## src/rtl/aes_block_serializer.sv

```systemverilog
// Buffers 128-bit AES ciphertext blocks in a small FIFO and streams each one out as four
// 32-bit words, MSW first. Optional macro AES_SER_LAST_EN adds a word_last output.
module aes_block_serializer #(
    parameter int DEPTH = 2
) (
    input  logic                     clk,
    input  logic                     rst_n,
    input  logic [127:0]             blk_in,
    input  logic                     blk_valid,
    output logic                     blk_ready,
    output logic [31:0]              word_out,
    output logic                     word_valid,
    input  logic                     word_ready,
`ifdef AES_SER_LAST_EN
    output logic                     word_last,
`endif
    output logic [$clog2(DEPTH):0]   level,
    output logic                     ovf
);

    localparam int AW = $clog2(DEPTH);
    localparam logic [AW-1:0] PTR_ONE  = AW'(1);
    localparam logic [AW:0]   CNT_ONE  = (AW + 1)'(1);
    localparam logic [AW:0]   CNT_FULL = (AW + 1)'(DEPTH);

    logic [127:0]  r_mem [DEPTH];
    logic [AW-1:0] r_wp;
    logic [AW-1:0] r_rp;
    logic [AW:0]   r_cnt;
    logic [1:0]    r_idx;
    logic          r_ovf;

    logic          w_push;
    logic          w_adv;
    logic          w_pop;
    logic          w_drop;
    logic [127:0]  w_head;

    function automatic logic [31:0] f_sel_word(input logic [127:0] blk, input logic [1:0] idx);
        logic [31:0] w;
        case (idx)
            2'd0:    w = blk[127:96];
            2'd1:    w = blk[95:64];
            2'd2:    w = blk[63:32];
            default: w = blk[31:0];
        endcase
        return w;
    endfunction

    assign word_valid = (r_cnt != '0);
    assign blk_ready  = (r_cnt != CNT_FULL);
    assign level      = r_cnt;
    assign ovf        = r_ovf;

    // Full state refuses new blocks even when the head pops this cycle: no bypass path.
    assign w_push = blk_valid && blk_ready;
    assign w_drop = blk_valid && !blk_ready;
    assign w_adv  = word_valid && word_ready;
    assign w_pop  = w_adv && (r_idx == 2'd3);

    assign w_head   = r_mem[r_rp];
    assign word_out = word_valid ? f_sel_word(w_head, r_idx) : 32'h0;

`ifdef AES_SER_LAST_EN
    assign word_last = word_valid && (r_idx == 2'd3);
`endif

    // Block storage carries no reset; r_cnt alone decides what is valid.
    always_ff @(posedge clk) begin
        if (w_push) begin
            r_mem[r_wp] <= blk_in;
        end
    end

    always_ff @(posedge clk or negedge rst_n) begin
        if (!rst_n) begin
            r_wp  <= '0;
            r_rp  <= '0;
            r_cnt <= '0;
            r_idx <= '0;
            r_ovf <= 1'b0;
        end else begin
            if (w_push) begin
                r_wp <= r_wp + PTR_ONE;
            end
            if (w_pop) begin
                r_rp <= r_rp + PTR_ONE;
            end
            if (w_adv) begin
                r_idx <= r_idx + 2'd1;
            end
            if (w_push && !w_pop) begin
                r_cnt <= r_cnt + CNT_ONE;
            end else if (w_pop && !w_push) begin
                r_cnt <= r_cnt - CNT_ONE;
            end
            if (w_drop) begin
                r_ovf <= 1'b1;
            end
        end
    end

endmodule

```

## config.mk

```make
export PLATFORM = sky130hd
export DESIGN_NAME = aes_block_serializer
export DESIGN_NICKNAME = d
export VERILOG_FILES = /design/src/rtl/aes_block_serializer.sv
export SDC_FILE = /design/constraint.sdc
export NUM_CORES = 1
export LEC_CHECK = 0
export ABC_AREA = 0
export BUFFER_PORTS_ARGS = -buffer_cell sky130_fd_sc_hd__buf_4
export CORE_MARGIN = 5
export CORE_UTILIZATION = 30
export CTS_BUF_LIST = sky130_fd_sc_hd__clkbuf_4 sky130_fd_sc_hd__clkbuf_8
export CTS_CLUSTER_DIAMETER = 80
export DETAILED_ROUTE_END_ITERATION = 10
export GPL_TIMING_DRIVEN = 0
export PLACE_DENSITY = 0.5
export SYNTH_ARGS = -nofsm -noshare
export SYNTH_HDL_FRONTEND = slang
export SYNTH_SLANG_ARGS = --single-unit
```

## constraint.sdc

```tcl
create_clock -name clk -period 7.9 [get_ports clk]
set_input_delay 0.395 -clock clk [delete_from_list [all_inputs] [get_ports clk]]
set_output_delay 0.395 -clock clk [all_outputs]
set_load 0.02 [all_outputs]
```

-- Yosys cells after proc, flatten, opt, wreduce, memory -nomap -nowiden
Memory sizes are Yosys's and may differ from the RTL's.
Cells that the tools add are included.
- add/subtract/negate cells: 5
- equal/unequal tests: 4
- multiplexer cells: 6
- reduce and logical (&&, ||, !) cells: 12
- operators with widths (operator ; count):
    one-hot mux 32 bit (3 select lines) ; 1
    two-way mux 32 bit ; 1
    logical AND 1 bit ; 6
    adder 2 x 1 -> 2 bit (second input constant) ; 2
    == test 2 bit (second input constant) ; 2
    two-way mux 2 bit ; 2
    nonzero test 2 bit ; 2
    zero test 1 bit ; 3
    adder 1 bit (second input constant) ; 2
    == test 2 x 1 -> 1 bit (second input constant) ; 1
    zero test 2 bit ; 1
    two-way mux 1 bit ; 2
    inequality test 2 bit (second input constant) ; 1
    subtractor 2 x 1 -> 2 bit (second input constant) ; 1
- register bits after elaboration: 7
- bits in writable memories: 256
- output and inout port bits: 37
- memories: 1
- memory list (name ; words ; width ; read ports ; clocked after Yosys merged registers in ; write ports ; RTL line ; source):
    r_mem ; 2 ; 128 ; 1 ; 0 ; 1 ; 26 ; logic [127:0] r_mem [DEPTH];

-- Depth between registers and ports, before layout
- depth in word-level cells: 6
- mapped depth: 7
- depth with buffers taken out: 7

-- Least setup slack after synthesis
Ideal clock, no wire load.
- kind: reg2reg
- start: register r_cnt[0] (netlist: level[0])
- end: memory r_mem[0][0], enable pin
- data arrival time: 6.293 ns
- setup slack: 0.990 ns
- cell stages (with the launch flop): 4
- clock period less this slack: 6.910 ns
- cells stage by stage: dfrtp_1 nand2b_1 nand2_1 nor2_1
- longest elaborated chain between the ends: 4
- ends and longest elaborated chain (element ; RTL line ; source):
    start: declaration ; 29 ; logic [AW:0] r_cnt;
    start signal: assignment ; 93 ; r_cnt <= r_cnt + CNT_ONE;
    start signal: assignment ; 95 ; r_cnt <= r_cnt - CNT_ONE;
    inequality test 2 bit ; 51 ; assign blk_ready = (r_cnt != CNT_FULL);
    named net blk_ready ; 10 ; output logic blk_ready,
    logical AND 1 bit ; 56 ; assign w_push = blk_valid && blk_ready;
    two-way mux 1 bit ; 70 ; if (w_push) begin
    two-way mux 1 bit (implied by the code) ; 71 ; r_mem[r_wp] <= blk_in;
    end: declaration ; 26 ;
The timed path passes the listed nets, and every way through them passes these cells.

-- Worst setup path after layout
- start: register r_idx[0]
- end: output port word_out[10]
- longest elaborated chain between the ends: 3
- elaborated cells between the ends (all ways): 5
- those cells by class: eq/ne (2); mux (2); reduce/logical (1)
- ends and longest elaborated chain (element ; RTL line ; source):
    start: declaration ; 30 ; logic [1:0] r_idx;
    start signal: assignment ; 90 ; r_idx <= r_idx + 2'd1;
    == test 2 bit (tied with other cells) ; 41 ; case (idx)
    one-hot mux 32 bit (3 select lines) * ; 41 ;
    two-way mux 32 bit * ; 62 ; assign word_out = word_valid ? f_sel_word(w_head, r_idx) : 32'h0;
    end: declaration ; 11 ; output logic [31:0] word_out,
Every way passes the cells marked *; elsewhere a longest branch is shown, timed or not.

==> results.json <==
{
  "status": "complete, no violations",
  "dieArea_um2": 37100,
  "num_vias": 6424,
  "switching_share_pct": 36.8,
  "pwr-share-seq_pct": 37.0,
  "maxCapViolCount": 0,
  "root_buffer": "clkbuf_8",
  "die_x_um": 193,
  "yosysTopAreaCell": "edfxtp_1",
  "synth.ff_latch_count": 263,
  "synth_area_um2": 9990,
  "setup_violations": 0,
  "relSlewSlack_pct": 39.6,
  "port_buffers": 168,
  "dr.pass1.iters": 4,
  "ios": 169,
  "yosysWarnings": 0,
  "setup_ws_ns": 4.81,
  "crit_path_start_kind": "flop",
  "cts.sinks": 263,
  "hp-class": "in -> reg",
  "nets": 1053,
  "antenna_found_initial": 0,
  "intPower_mw": 3.40,
  "worst_pin_slew_ns": 0.906,
  "endpoint_kind": "output pin",
  "p_leak_nw": 5.12,
  "gp_congestion": 0.712,
  "gr-total-overflow": 0,
  "slew_viol_final": 0,
  "final_util_pct": 42.6,
  "avgSynthCellArea_um2": 17.0,
  "switching_power_mw": 1.98,
  "place_ws_ns": 5.31,
  "cts_max_level": 2,
  "layout-drive-gt1-share_pct": 29.5,
  "grt_max_degree": 59,
  "fin_crit_sh_pct": 39.1,
  "clk_latency_ns": 0.56,
  "grt_setup_unrepaired": "false",
  "coreArea_um2": 32700,
  "power_frac_comb_pct": 40.5,
  "synth.area.top_cells": "edfxtp_1 (77%), a22oi_1 (4.8%), mux2i_1 (3.2%)",
  "syn-num-nets": 725,
  "worstSetupPathType": "reg -> out",
  "worstPathArrival_ns": 2.69,
  "skew_ns": 0.0101,
  "final_antenna_net_count": 0,
  "drt_iter0_drc": 401,
  "syn_inst": 587,
  "powerDensity_nw_per_um2": 386,
  "clockBufferDepth": 3,
  "dp_hpwl_um": 17900,
  "cts_tree": "done",
  "drcViolationCount": 0,
  "hold-worst-slack_ns": 0.0337,
  "postRouteWirelength_um": 28700,
  "area_delta_synth_final_pct": 39.2,
  "cts_buffers": 47,
  "rows": 66,
  "period_needed_ns": 3.09,
  "cp.required_ns": 7.51,
  "wire_per_inst_um": 20.6,
  "first_global_vias": 6728,
  "ys_types": 23,
  "clkSlewWorstSetupHoldPaths_ns": 0.06,
  "die_h_um": 193,
  "critPathMaxFanout": 10,
  "via_per_inst": 4.62,
  "grt_pass1_wl_um": 41400,
  "yosysSeqAreaShare_pct": 78.7,
  "synth_top_area_share_pct": 76.9,
  "clkPwrFrac_pct": 22.5,
  "ir_worst_vdd_mv": 0.245,
  "finalHoldViolCount": 0,
  "grt.total_usage_pct": 15.1,
  "antennaDiodeCount": 0,
  "timing.fmax_ghz": 0.324,
  "initial_core_util_pct": 30.6
}
-- cell families after synthesis --
| kind of cell | share of synthesized area (%) |
|---|---|
| multiplexers | 3.32 |
| adder cells (fa/ha/maj) | 0.751 |
| AO/OA/AOI/OAI | 7.69 |
| flip-flops | 78.7 |
| buffers and inverters | 2.53 |
| AND/OR/NAND/NOR | 6.52 |
| XOR/XNOR | 0.526 |
-- cell usage in the layout, fill, tap and decap left out --
cell type	n
a22oi_1	64
a32oi_1	32
and3_1	32
and3_4	1
buf_12	4
buf_16	3
buf_2	19
buf_4	171
buf_6	7
bufinv_16	1
clkbuf_1	11
clkbuf_4	18
clkbuf_8	47
clkinv_1	11
clkinv_2	3
clkinvlp_4	3
dfrtp_1	7
dlygate4sd3_1	104
edfxtp_1	256
ha_1	6
inv_1	4
mux2_2	1
mux2i_1	32
nand2_1	66
nand2b_1	1
nand3_1	33
nor2_1	1
nor2_2	1
nor2_4	1
nor2b_1	1
o21bai_1	1
or2_1	1
xnor2_1	4
xor2_1	2
-- routing by layer --
metal  GRT usage, %  vias up  routed length [µm]
met5              0        -                   0
met4           4.22        0                 507
met3           3.29       45                1800
met2           24.3      208               13600
met1           20.6     3175               12700
li1               -     2996                   -
-- worst max-delay path, stage by stage (launching register included) --
cell,delay [ns]
dfrtp_1,0.44
inv_1,0.11
ha_1,0.14
buf_4,0.18
clkbuf_1,0.64
a22oi_1,0.19
nand3_1,0.12
and3_1,0.17
buf_4,0.15
-- synth_stat cells --
cell type / count
buf_6: 7
or2_1: 1
nand3_1: 33
edfxtp_1: 256
xor2_1: 2
clkbuf_1: 11
ha_1: 6
xnor2_1: 4
mux2_2: 1
buf_4: 3
inv_1: 4
a22oi_1: 64
dfrtp_1: 7
nand2b_1: 1
mux2i_1: 32
a32oi_1: 32
nor2b_1: 1
and3_1: 33
o21bai_1: 1
nor2_2: 1
nand2_1: 66
buf_2: 19
nor2_1: 2
-- flip-flops by register name (all words and copies together) (netlist names) --
signal	flops
ovf	1
r_idx	2
r_rp	1
level	2
r_wp	1
r_mem	256
-- final cells by class --
type | instances | area (µm²)
Fill cell | 3102 | 18800
Sequential cell | 263 | 7860
Timing Repair Buffer | 279 | 2460
Multi-Input combinational cell | 280 | 1890
Clock buffer | 65 | 782
Tap cell | 442 | 553
Buffer | 40 | 238
Clock inverter | 18 | 109
Inverter | 4 | 15.0
-- what timing repair did --
action                                  in CTS  in global routing
gates resized for setup                      0                  0
hold buffers                                89                 15
hold endpoints to repair                   172                 27
endpoints found under the setup margin       0                  0
setup buffers                                0                  0
-- power groups by stage --
stage | clock network [mW] | registers [mW] | logic [mW]
floorplan | 0 | 2.06 | 1.20
global placement | 0 | 2.12 | 2.11
detailed placement | 0 | 2.02 | 2.18
CTS | 1.24 | 1.99 | 2.23
global route | 1.31 | 2.01 | 2.36
finish | 1.21 | 1.99 | 2.17
-- path summary, 6_finish.rpt --
kind	to	depth (start not counted)	startpoint	slack, ns
min in group asynchronous	level[0]$_DFFE_PN0P_	2	rst_n	0.20
setup / recovery	word_out[10]	8	r_idx[0]$_DFFE_PN0P_	4.81
max in group asynchronous	ovf$_DFFE_PN0P_	2	rst_n	7.57
hold reg to reg	ovf$_DFFE_PN0P_	1	ovf$_DFFE_PN0P_	0.48
setup reg to reg	r_mem[0][83]$_DFFE_PP_	6	level[0]$_DFFE_PN0P_	5.68
hold / removal	r_mem[0][8]$_DFFE_PP_	1	blk_in[8]	0.03
-- per-stage QoR --
stage | setup TNS [ns] | instances | power (mW) | instance area, µm²
after floorplan | 0 | 587 | 3.26 | 9990
after global placement | -298.26 | 1197 | 4.23 | 11800
after detailed placement | 0 | 1204 | 4.20 | 12000
after CTS | 0 | 1376 | 5.46 | 13800
after global routing | 0 | 1391 | 5.69 | 13900
final | 0 | 1391 | 5.37 | 13900
(Power assumes the default switching activity.)
